## config.mk

```make
export PLATFORM = sky130hd
export DESIGN_NAME = i2c_cond_gen_flat
export DESIGN_NICKNAME = d
export VERILOG_FILES = /design/src/rtl/i2c_cond_gen_pkg.sv /design/src/rtl/i2c_cond_gen_if.sv /design/src/rtl/i2c_cond_gen_qtr_timer.sv /design/src/rtl/i2c_cond_gen.sv /design/src/flat_wrapper.sv
export SDC_FILE = /design/constraint.sdc
export NUM_CORES = 1
export LEC_CHECK = 0
export ABC_AREA = 1
export CAP_MARGIN = 20
export CORE_MARGIN = 4
export CORE_UTILIZATION = 53
export DETAILED_ROUTE_END_ITERATION = 10
export PLACE_DENSITY = 0.82
export RECOVER_POWER = 100
export SLEW_MARGIN = 20
export SYNTH_ARGS = -nofsm -noshare
export SYNTH_HDL_FRONTEND = slang
export SYNTH_SLANG_ARGS = --single-unit
```

## constraint.sdc

```tcl
create_clock -name clk -period 3.2 [get_ports clk]
set_input_delay 0.48 -clock clk [delete_from_list [all_inputs] [get_ports clk]]
set_output_delay 0.48 -clock clk [all_outputs]
set_load 0.01 [all_outputs]
```

## src/rtl/i2c_cond_gen_pkg.sv

```systemverilog
// Shared encodings for the I2C START/STOP/RESTART condition generator:
// command codes, FSM phases and the per-phase open-drain line levels.
package i2c_cond_pkg;

  typedef enum logic [1:0] {
    CMD_START   = 2'b00,
    CMD_STOP    = 2'b01,
    CMD_RESTART = 2'b10,
    CMD_RSVD    = 2'b11
  } cmd_e;

  typedef enum logic [2:0] {
    IDLE,
    RS_PREP,
    ST_SETUP,
    ST_HOLD,
    ST_LOW,
    SP_PREP,
    SP_SETUP,
    SP_HOLD
  } state_e;

  // {scl_oe, sda_oe} driven while in a phase; IDLE keeps whatever was last driven
  function automatic logic [1:0] phase_lines(state_e s);
    logic [1:0] lines;
    lines = 2'b00;
    case (s)
      RS_PREP:  lines = 2'b10;
      ST_SETUP: lines = 2'b00;
      ST_HOLD:  lines = 2'b01;
      ST_LOW:   lines = 2'b11;
      SP_PREP:  lines = 2'b11;
      SP_SETUP: lines = 2'b01;
      SP_HOLD:  lines = 2'b00;
      default:  lines = 2'b00;
    endcase
    return lines;
  endfunction

  // Phases where SCL is released and a slave may hold it low
  function automatic logic is_stretch_phase(state_e s);
    return (s == ST_SETUP) || (s == ST_HOLD) || (s == SP_SETUP) || (s == SP_HOLD);
  endfunction

  function automatic logic cmd_legal(cmd_e c, logic owned);
    logic ok;
    ok = 1'b0;
    case (c)
      CMD_START:   ok = !owned;
      CMD_STOP:    ok = owned;
      CMD_RESTART: ok = owned;
      default:     ok = 1'b0;
    endcase
    return ok;
  endfunction

endpackage

```

## src/rtl/i2c_cond_gen_if.sv

```systemverilog
// Command handshake, status pulses and pad-side lines of the condition generator.
// master = byte engine / pad side, slave = the generator itself.
interface i2c_cond_gen_if;

  logic       cmd_valid;
  logic [1:0] cmd;
  logic       cmd_ready;
  logic       done;
  logic       err;
  logic       owned;
  logic       scl_in;
  logic       scl_oe;
  logic       sda_oe;

  modport master (
    output cmd_valid, cmd, scl_in,
    input  cmd_ready, done, err, owned, scl_oe, sda_oe
  );

  modport slave (
    input  cmd_valid, cmd, scl_in,
    output cmd_ready, done, err, owned, scl_oe, sda_oe
  );

endinterface

```

## src/rtl/i2c_cond_gen_qtr_timer.sv

```systemverilog
// Quarter-bit phase timer: loads QTR_CYCLES-1 on phase entry, counts down while
// run is high and flags expiry combinationally at zero.
module i2c_qtr_timer #(
  parameter int QTR_CYCLES = 250
) (
  input  logic clk,
  input  logic rst,
  input  logic load,
  input  logic run,
  output logic expire
);

  localparam int CNT_W = $clog2(QTR_CYCLES + 1);
  localparam logic [CNT_W-1:0] LOAD_VAL = CNT_W'(QTR_CYCLES - 1);

  logic [CNT_W-1:0] cnt;

  always_ff @(posedge clk) begin
    if (rst) begin
      cnt <= '0;
    end else if (load) begin
      cnt <= LOAD_VAL;
    end else if (run && (cnt != '0)) begin
      cnt <= cnt - CNT_W'(1);
    end
  end

  assign expire = run && (cnt == '0);

endmodule

```

## src/rtl/i2c_cond_gen.sv

```systemverilog
// I2C START / REPEATED START / STOP generator with quarter-bit phase timing and
// bus-ownership tracking. Optional macro CLK_STRETCH_EN enables clock stretching.
//
//   state    | meaning
//   ---------+--------------------------------------------------
//   IDLE     | ready for a command, lines hold last levels
//   RS_PREP  | restart: SCL low, SDA released
//   ST_SETUP | both released (start setup)
//   ST_HOLD  | SDA low with SCL high: the START edge
//   ST_LOW   | both low, bus now owned
//   SP_PREP  | stop: both low
//   SP_SETUP | SCL released, SDA low
//   SP_HOLD  | SDA released with SCL high: the STOP edge
module i2c_cond_gen
  import i2c_cond_pkg::*;
#(
  parameter int QTR_CYCLES = 250
) (
  input  logic           clk,
  input  logic           rst,
  i2c_cond_gen_if.slave  bus
);

  state_e state;
  state_e nxt;
  logic   scl_q;
  logic   sda_q;
  logic   done_q;
  logic   err_q;
  logic   owned_q;

  logic   accept;
  logic   legal;
  logic   load;
  logic   run;
  logic   expire;
  logic   finishing;

  always_comb begin
    accept = bus.cmd_valid && (state == IDLE);
    legal  = cmd_legal(cmd_e'(bus.cmd), owned_q);
    nxt    = state;
    case (state)
      IDLE: begin
        if (accept && legal) begin
          case (cmd_e'(bus.cmd))
            CMD_START:   nxt = ST_SETUP;
            CMD_RESTART: nxt = RS_PREP;
            default:     nxt = SP_PREP;
          endcase
        end
      end
      RS_PREP:  if (expire) nxt = ST_SETUP;
      ST_SETUP: if (expire) nxt = ST_HOLD;
      ST_HOLD:  if (expire) nxt = ST_LOW;
      ST_LOW:   if (expire) nxt = IDLE;
      SP_PREP:  if (expire) nxt = SP_SETUP;
      SP_SETUP: if (expire) nxt = SP_HOLD;
      SP_HOLD:  if (expire) nxt = IDLE;
      default:  nxt = IDLE;
    endcase
    // every transition lands in a different state, so a change into a non-IDLE state is a phase entry
    load      = (nxt != state) && (nxt != IDLE);
    finishing = (state != IDLE) && (nxt == IDLE);
  end

  always_ff @(posedge clk) begin
    if (rst) begin
      state   <= IDLE;
      scl_q   <= 1'b0;
      sda_q   <= 1'b0;
      done_q  <= 1'b0;
      err_q   <= 1'b0;
      owned_q <= 1'b0;
    end else begin
      state  <= nxt;
      done_q <= finishing;
      err_q  <= accept && !legal;
      if (load) begin
        {scl_q, sda_q} <= phase_lines(nxt);
      end
      if (finishing) begin
        owned_q <= (state == ST_LOW);
      end
    end
  end

`ifdef CLK_STRETCH_EN
  // Once SCL is seen high in a phase the count proceeds even if a slave pulls it low again
  logic scl_seen;

  always_ff @(posedge clk) begin
    if (rst) begin
      scl_seen <= 1'b0;
    end else if (load) begin
      scl_seen <= 1'b0;
    end else if (bus.scl_in) begin
      scl_seen <= 1'b1;
    end
  end

  assign run = (state != IDLE) && (!is_stretch_phase(state) || bus.scl_in || scl_seen);
`else
  logic unused_scl_in;
  assign unused_scl_in = bus.scl_in;
  assign run = (state != IDLE);
`endif

  i2c_qtr_timer #(
    .QTR_CYCLES(QTR_CYCLES)
  ) u_timer (
    .clk    (clk),
    .rst    (rst),
    .load   (load),
    .run    (run),
    .expire (expire)
  );

  assign bus.cmd_ready = (state == IDLE);
  assign bus.done      = done_q;
  assign bus.err       = err_q;
  assign bus.owned     = owned_q;
  assign bus.scl_oe    = scl_q;
  assign bus.sda_oe    = sda_q;

endmodule

```

## src/flat_wrapper.sv

```systemverilog
// flat-port wrapper written by rule: the top's interface ports become plain ports
module i2c_cond_gen_flat import i2c_cond_pkg::*;
#(
  parameter int QTR_CYCLES = 250
)
  (clk, rst, bus_cmd_valid, bus_cmd, bus_scl_in, bus_cmd_ready, bus_done, bus_err, bus_owned, bus_scl_oe, bus_sda_oe);
  i2c_cond_gen_if bus_i ();
  input  logic clk;
  input  logic rst;
  input wire logic [$bits(bus_i.cmd_valid)-1:0] bus_cmd_valid;
  input wire logic [$bits(bus_i.cmd)-1:0] bus_cmd;
  input wire logic [$bits(bus_i.scl_in)-1:0] bus_scl_in;
  output wire logic [$bits(bus_i.cmd_ready)-1:0] bus_cmd_ready;
  output wire logic [$bits(bus_i.done)-1:0] bus_done;
  output wire logic [$bits(bus_i.err)-1:0] bus_err;
  output wire logic [$bits(bus_i.owned)-1:0] bus_owned;
  output wire logic [$bits(bus_i.scl_oe)-1:0] bus_scl_oe;
  output wire logic [$bits(bus_i.sda_oe)-1:0] bus_sda_oe;
  assign bus_i.cmd_valid = bus_cmd_valid;
  assign bus_i.cmd = bus_cmd;
  assign bus_i.scl_in = bus_scl_in;
  assign bus_cmd_ready = bus_i.cmd_ready;
  assign bus_done = bus_i.done;
  assign bus_err = bus_i.err;
  assign bus_owned = bus_i.owned;
  assign bus_scl_oe = bus_i.scl_oe;
  assign bus_sda_oe = bus_i.sda_oe;
  i2c_cond_gen #(.QTR_CYCLES(QTR_CYCLES)) u_core (.clk(clk), .rst(rst), .bus(bus_i));
endmodule
```

**Word-level counts from Yosys, hierarchy flattened**

Index checks and enable logic that the tools add are counted.

- Equal/unequal tests: 15
- Add/sub/neg operators: 1
- Reduce and logical (&&, ||, !) cells: 22
- Mux-type cells: 13

Operators with widths:

| kind | number |
|---|---|
| $eq 3x3->1 const B | 7 |
| $mux 3 | 7 |
| $pmux 3 s7 | 1 |
| $mux 8 | 2 |
| $reduce_or 2->1 | 5 |
| $eq 3x2->1 const B | 3 |
| $logic_not 8->1 | 1 |
| $reduce_bool 8->1 | 1 |
| $sub 8x1->8 const B | 1 |
| $logic_and 1x1->1 | 7 |
| $eq 3x1->1 const B | 2 |
| $logic_not 3->1 | 2 |
| $pmux 2 s3 | 1 |
| $pmux 3 s2 | 1 |
| $reduce_bool 3->1 | 2 |
| $ne 3x3->1 | 1 |
| $eq 2x1->1 const B | 1 |
| $eq 2x2->1 const B | 1 |
| $logic_not 1->1 | 2 |
| $logic_not 2->1 | 1 |
| $pmux 1 s2 | 1 |
| $reduce_bool 2->1 | 1 |

- Input bits: 6
- Register bits: 16
- Logic and storage cells: 59

**Logic depth before layout (Yosys ltp)**

- Word-level depth: 9
- Gate-level depth with buffers: 13
- Gate-level depth less buffers: 13

**Modules after synthesis**

From an unflattened synthesis, not the netlist that was laid out.

- Cell total of the unflattened synthesis: 165
- Area, all modules: 1068.5 um2

Modules (own cells, without submodules):

| module | instances | cells an instance | area each (um2) |
|---|---|---|---|
| i2c_qtr_timer | 1 | 90 | 563.0 |
| i2c_cond_gen | 1 | 75 | 505.5 |

**Worst setup path after synthesis**

OpenSTA, ideal clock, no wires.

- Kind: input port to flip-flop
- From: input bus_cmd[0]
- To: register u_core.sda_q, in the netlist u_core.bus.sda_oe
- Stages: 13
- Required time: 3087 ps
- Setup time: 113 ps
- Slack: 1427 ps
- Buffers on the path: 0
- Arrival: 1659 ps
- Cell sequence: inv_1 ha_1 inv_1 nand2_1 nand2_1 nor2_4 nand2_1 nand2_1 nand3_4 nand2_4 nand2_8 nand3_1 nand2_1

- Longest elaborated chain between the ends: 9
- Elaborated cells between the ends (all ways): 20
- Classes of those cells: 8 x eq/ne; 5 x mux; 7 x reduce/logical

RTL lines:

| what | RTL line | text |
|---|---|---|
| from (decl) | flat_wrapper.sv:11 | `input wire logic [$bits(bus_i.cmd)-1:0] bus_cmd;` |
| $eq 2x1->1 or $eq 2x2->1 (tied branches) | i2c_cond_gen_pkg.sv:48, i2c_cond_gen.sv:46 |  |
| $reduce_or 2->1 (no source line) | - |  |
| $pmux 1 s2 | i2c_cond_gen_pkg.sv:48 | `case (c)` |
| $logic_and 1x1->1 | i2c_cond_gen.sv:45 | `if (accept && legal) begin` |
| $mux 3 (*) | i2c_cond_gen.sv:45 |  |
| $pmux 3 s7 (*) | i2c_cond_gen.sv:43 | `case (state)` |
| $eq 3x2->1 or $eq 3x3->1 (tied branches) | i2c_cond_gen_pkg.sv:27 | `case (s)` |
| $reduce_or 2->1 (no source line) | - |  |
| $pmux 2 s3 | i2c_cond_gen_pkg.sv:27 |  |
| to (signal assigned) | i2c_cond_gen.sv:80 | `{scl_q, sda_q} <= phase_lines(nxt);` |
| to (decl) | i2c_cond_gen.sv:27 | `logic sda_q;` |

Every way passes the cells marked *; elsewhere a longest branch is shown, timed or not.
A chain may end at the register's enable or synchronous reset.

**Worst setup path in the final report**

- From: input bus_cmd[0]
- To: register u_core.u_timer.cnt[1]

- Longest elaborated chain between the ends: 9
- Elaborated cells between the ends (all ways): 13
- Classes of those cells: 3 x eq/ne; 4 x mux; 6 x reduce/logical

RTL lines:

| what | RTL line | text |
|---|---|---|
| $eq 2x1->1 or $eq 2x2->1 (tied branches) | i2c_cond_gen_pkg.sv:48, i2c_cond_gen.sv:46 |  |
| $reduce_or 2->1 (no source line) | - |  |
| $pmux 1 s2 | i2c_cond_gen_pkg.sv:48 |  |
| $logic_and 1x1->1 | i2c_cond_gen.sv:45 |  |
| $mux 3 (*) | i2c_cond_gen.sv:45 |  |
| $pmux 3 s7 (*) | i2c_cond_gen.sv:43 |  |
| $ne 3x3->1 or $reduce_bool 3->1 (tied branches) | i2c_cond_gen.sv:63 | `load = (nxt != state) && (nxt != IDLE);` |
| $logic_and 1x1->1 (*) | i2c_cond_gen.sv:63 |  |
| $reduce_or 2->1 (no source line) (*) | - |  |
| to (signal assigned) | i2c_cond_gen_qtr_timer.sv:24 | `cnt <= cnt - CNT_W'(1);` |
| to (decl) | i2c_cond_gen_qtr_timer.sv:16 | `logic [CNT_W-1:0] cnt;` |

Marks and branches as above.

==> flow_summary.yaml <==
global_route:
  grt_use_met1_pct: 19.9
  first_global_vias: 934
  gr-usage-met3_pct: 6.65
  antenna_found_initial: 0
  gr-total-overflow: 0
  grt_start_max_net_pins: 13
  grtUsageTotal_pct: 17.6
  grt_pass1_wl_um: 3770
  met2_usage_pct: 31.3
  busiest_layer: "met2"
cells_and_area:
  fin_cells: 186
  drive_above_1_share_pct: 24.5
  diodes: 0
  nets: 169
  areaGrowthSynthToFinish_pct: 9.73
worst_setup_path:
  cpLargestDelayFamily: "simple AND/OR/NAND/NOR gates"
  critical-path-max-stage-delay_ps: 530
  crit_buf_inv: 3
  arrival_ps: 2610
  cp-end-kind: "flip-flop"
  crit_chain: "dlygate4sd3_1, inv_1, ha_1, inv_1, nand2_1, nand2_1, nor2_1, nand2_1, nand2_1, nand3_1, nand2_1, nand2_8, nand2_1, nor2_2"
  slowest_stage: "dlygate4sd3_1"
  cp_max_fo: 9
  path_class: "input pin to flip-flop"
  cp-start-kind: "input pin"
  path_common_cell: "nand2_1"
  cp.required_ps: 3390
outcome:
  status: "finished, final reports clean"
logic_synthesis:
  synthCells: 146
  synth_async_sr_flop_share_pct: 0
  synth_edf_count: 0
  netlist_area_um2: 1130
  synth_top_cell_by_area: "dfxtp_1"
  yosys_warnings: 0
  avgSynthCellArea_um2: 7.75
  yosysMostFrequentCell: "nand2_1"
  yosys_most_used_dff: "dfxtp_1"
  synth_seq_cells: 16
  synth_cell_types: 23
  synth_common_cells: "nand2_1, inv_1, dfxtp_1"
  synth_top_area_share_pct: 28.3
  mappedNetlistNets: 155
  seq_area_frac_synth_pct: 28.3
  synthTopCellsByArea: "dfxtp_1, nand2_1, nor2_4"
routing:
  detail_route.vias_per_cell: 4.90
  vias: 912
  ant_nets: 0
  route.detailed.drc: 0
  firstDrtPassIters: 4
  drt-wirelength-per-cell_um: 11.6
  finalWirelength_um: 2150
  drt-initial-drc-count: 16
clock_network:
  clk_pin_slew_ps: 100
  cts_resized: 0
  post_cts_buffers: 0
  ctsHoldBuffers: 0
  clk_path_buf_depth: 2
  cts_root_buf: "clkbuf_4"
  cts_tree: "done"
  cts_max_level: 1
  clock-sinks: 16
  cts_buffers: 3
  insertion_delay_ps: 290
placement:
  dp_hpwl_um: 1660
  place.gp.congestion: 0.806
  portBuffers: 10
  placedCellCount: 182
  dp_worst_setup_slack_ps: 844
timing:
  max-slew-margin-rel_pct: 66.7
  fin_ws_ps: 775
  fmax_ghz: 0.412
  final.min_clock_period_ps: 2420
  fin_tns_setup_ps: 0
  skew_ps: 3.44
  final_max_slew_viol_count: 0
  setup_viol: 0
  tightest_slew_ps: 498
  hold_viol: 0
  finalCritPeriodShare_pct: 75.8
  rsz0062_at_grt: "false"
pwr:
  p_int_mw: 0.648
  power_frac_clock_pct: 10.6
  peakVddDrop_uv: 794
  p_sw_share_pct: 49.9
  power_density_nw_per_um2: 1040
  power.switching_mw: 0.645
  p_comb_share_pct: 63.4
  pwr-share-seq_pct: 26.0
  p_leak_nw: 0.594
floorplanning:
  die_w_um: 54.2
  die_h_um: 54.2
  ios: 12
  core.rowCount: 16
  start_util_pct: 56.5
  die-area_um2: 2940
  core_um2: 2000
worst_hold_path:
  hold_path_class: "flip-flop to flip-flop"
job:
  drv_cap: 0
cell type report:
| type | instances | area, um^2 |
|---|---|---|
| timing repair buffer | 10 | 100 |
| sequential | 16 | 320 |
| tap | 27 | 33.8 |
| inverter | 27 | 101 |
| clock buffer | 4 | 36.3 |
| fill | 191 | 761 |
| multi-input combinational | 102 | 649 |
cell families after synthesis:
kind of cell               count (synthesis)  share of synthesized area (%)
AOI/OAI and AO/OA                         13                           8.19
xor gates and xnor gates                   4                           3.10
adders and majority gates                  3                           3.32
buffers and inverters                     28                           9.29
DFF                                       16                           28.3
and+or+nand+nor                           82                           47.8
power by group through the flow:
stage                     clock network [mW]  logic [mW]  registers [mW]
after floorplan                            0       0.735           0.337
after global placement                     0       0.884           0.336
after detailed placement                   0       0.907           0.342
after CTS                              0.139       0.920           0.338
after global routing                   0.148       0.929           0.344
final                                  0.137       0.820           0.336
cell usage in the layout (no fill, tap or decap):
cell type	Yosys	routed
nor2_1	14	15
clkdlybuf4s50_1	0	2
nand2_4	4	2
clkbuf_8	0	1
nor2_4	8	7
nand4_1	3	3
a21oi_1	2	7
ha_1	3	3
a31oi_1	1	1
dlygate4sd3_1	0	8
nor2_8	1	1
xor2_1	4	4
clkbuf_4	0	3
nand3_1	6	7
nand2_1	26	29
nand3_4	3	2
and2_4	1	1
inv_2	5	5
nand2_2	9	8
dfxtp_1	16	16
nand3_2	3	3
a21oi_2	7	2
nor2_2	3	3
nand2_8	1	1
o21ai_0	3	3
inv_1	22	22
path summary, 6_finish.rpt:
kind	from	endpoint	slack, ps	cells after the start
max	bus_cmd[0]	u_core.u_timer.cnt[1]	780	14
min	u_core.bus.scl_oe	u_core.bus.scl_oe	470	2
max reg2reg	u_core.u_timer.cnt[0]	u_core.u_timer.cnt[1]	1170	12
min reg2reg	u_core.bus.scl_oe	u_core.bus.scl_oe	470	2
per-stage QoR:
step	util (%)	hold WS, ps	cell area [um^2]	total power, mW
2_1_floorplan	-	482	1130	1.07
3_3_place_gp	63.0	449	1260	1.22
3_5_place_dp	63.0	455	1260	1.25
4_1_cts	64.8	469	1300	1.40
5_1_grt	62.0	503	1240	1.42
6_report	62.0	465	1240	1.29
metal layers:
| layer | up-vias | share of wire (%) |
|---|---|---|
| li1 | 473 | - |
| met1 | 415 | 44 |
| met2 | 20 | 51 |
| met3 | 4 | 4.4 |
| met4 | 0 | 0.98 |
| met5 | - | 0 |
tightest hold or removal path, cell delays in order (launching register included):
cell     delay [ps]
dfxtp_1         330
inv_1            60
a21oi_2          50
state kept, by name, indices dropped and copies added (netlist names):
register	flops
u_core.bus.owned	1
u_core.bus.err	1
u_core.bus.done	1
u_core.bus.sda_oe	1
u_core.state	3
u_core.bus.scl_oe	1
u_core.u_timer.cnt	8
Power figures use the tool's default switching activity.
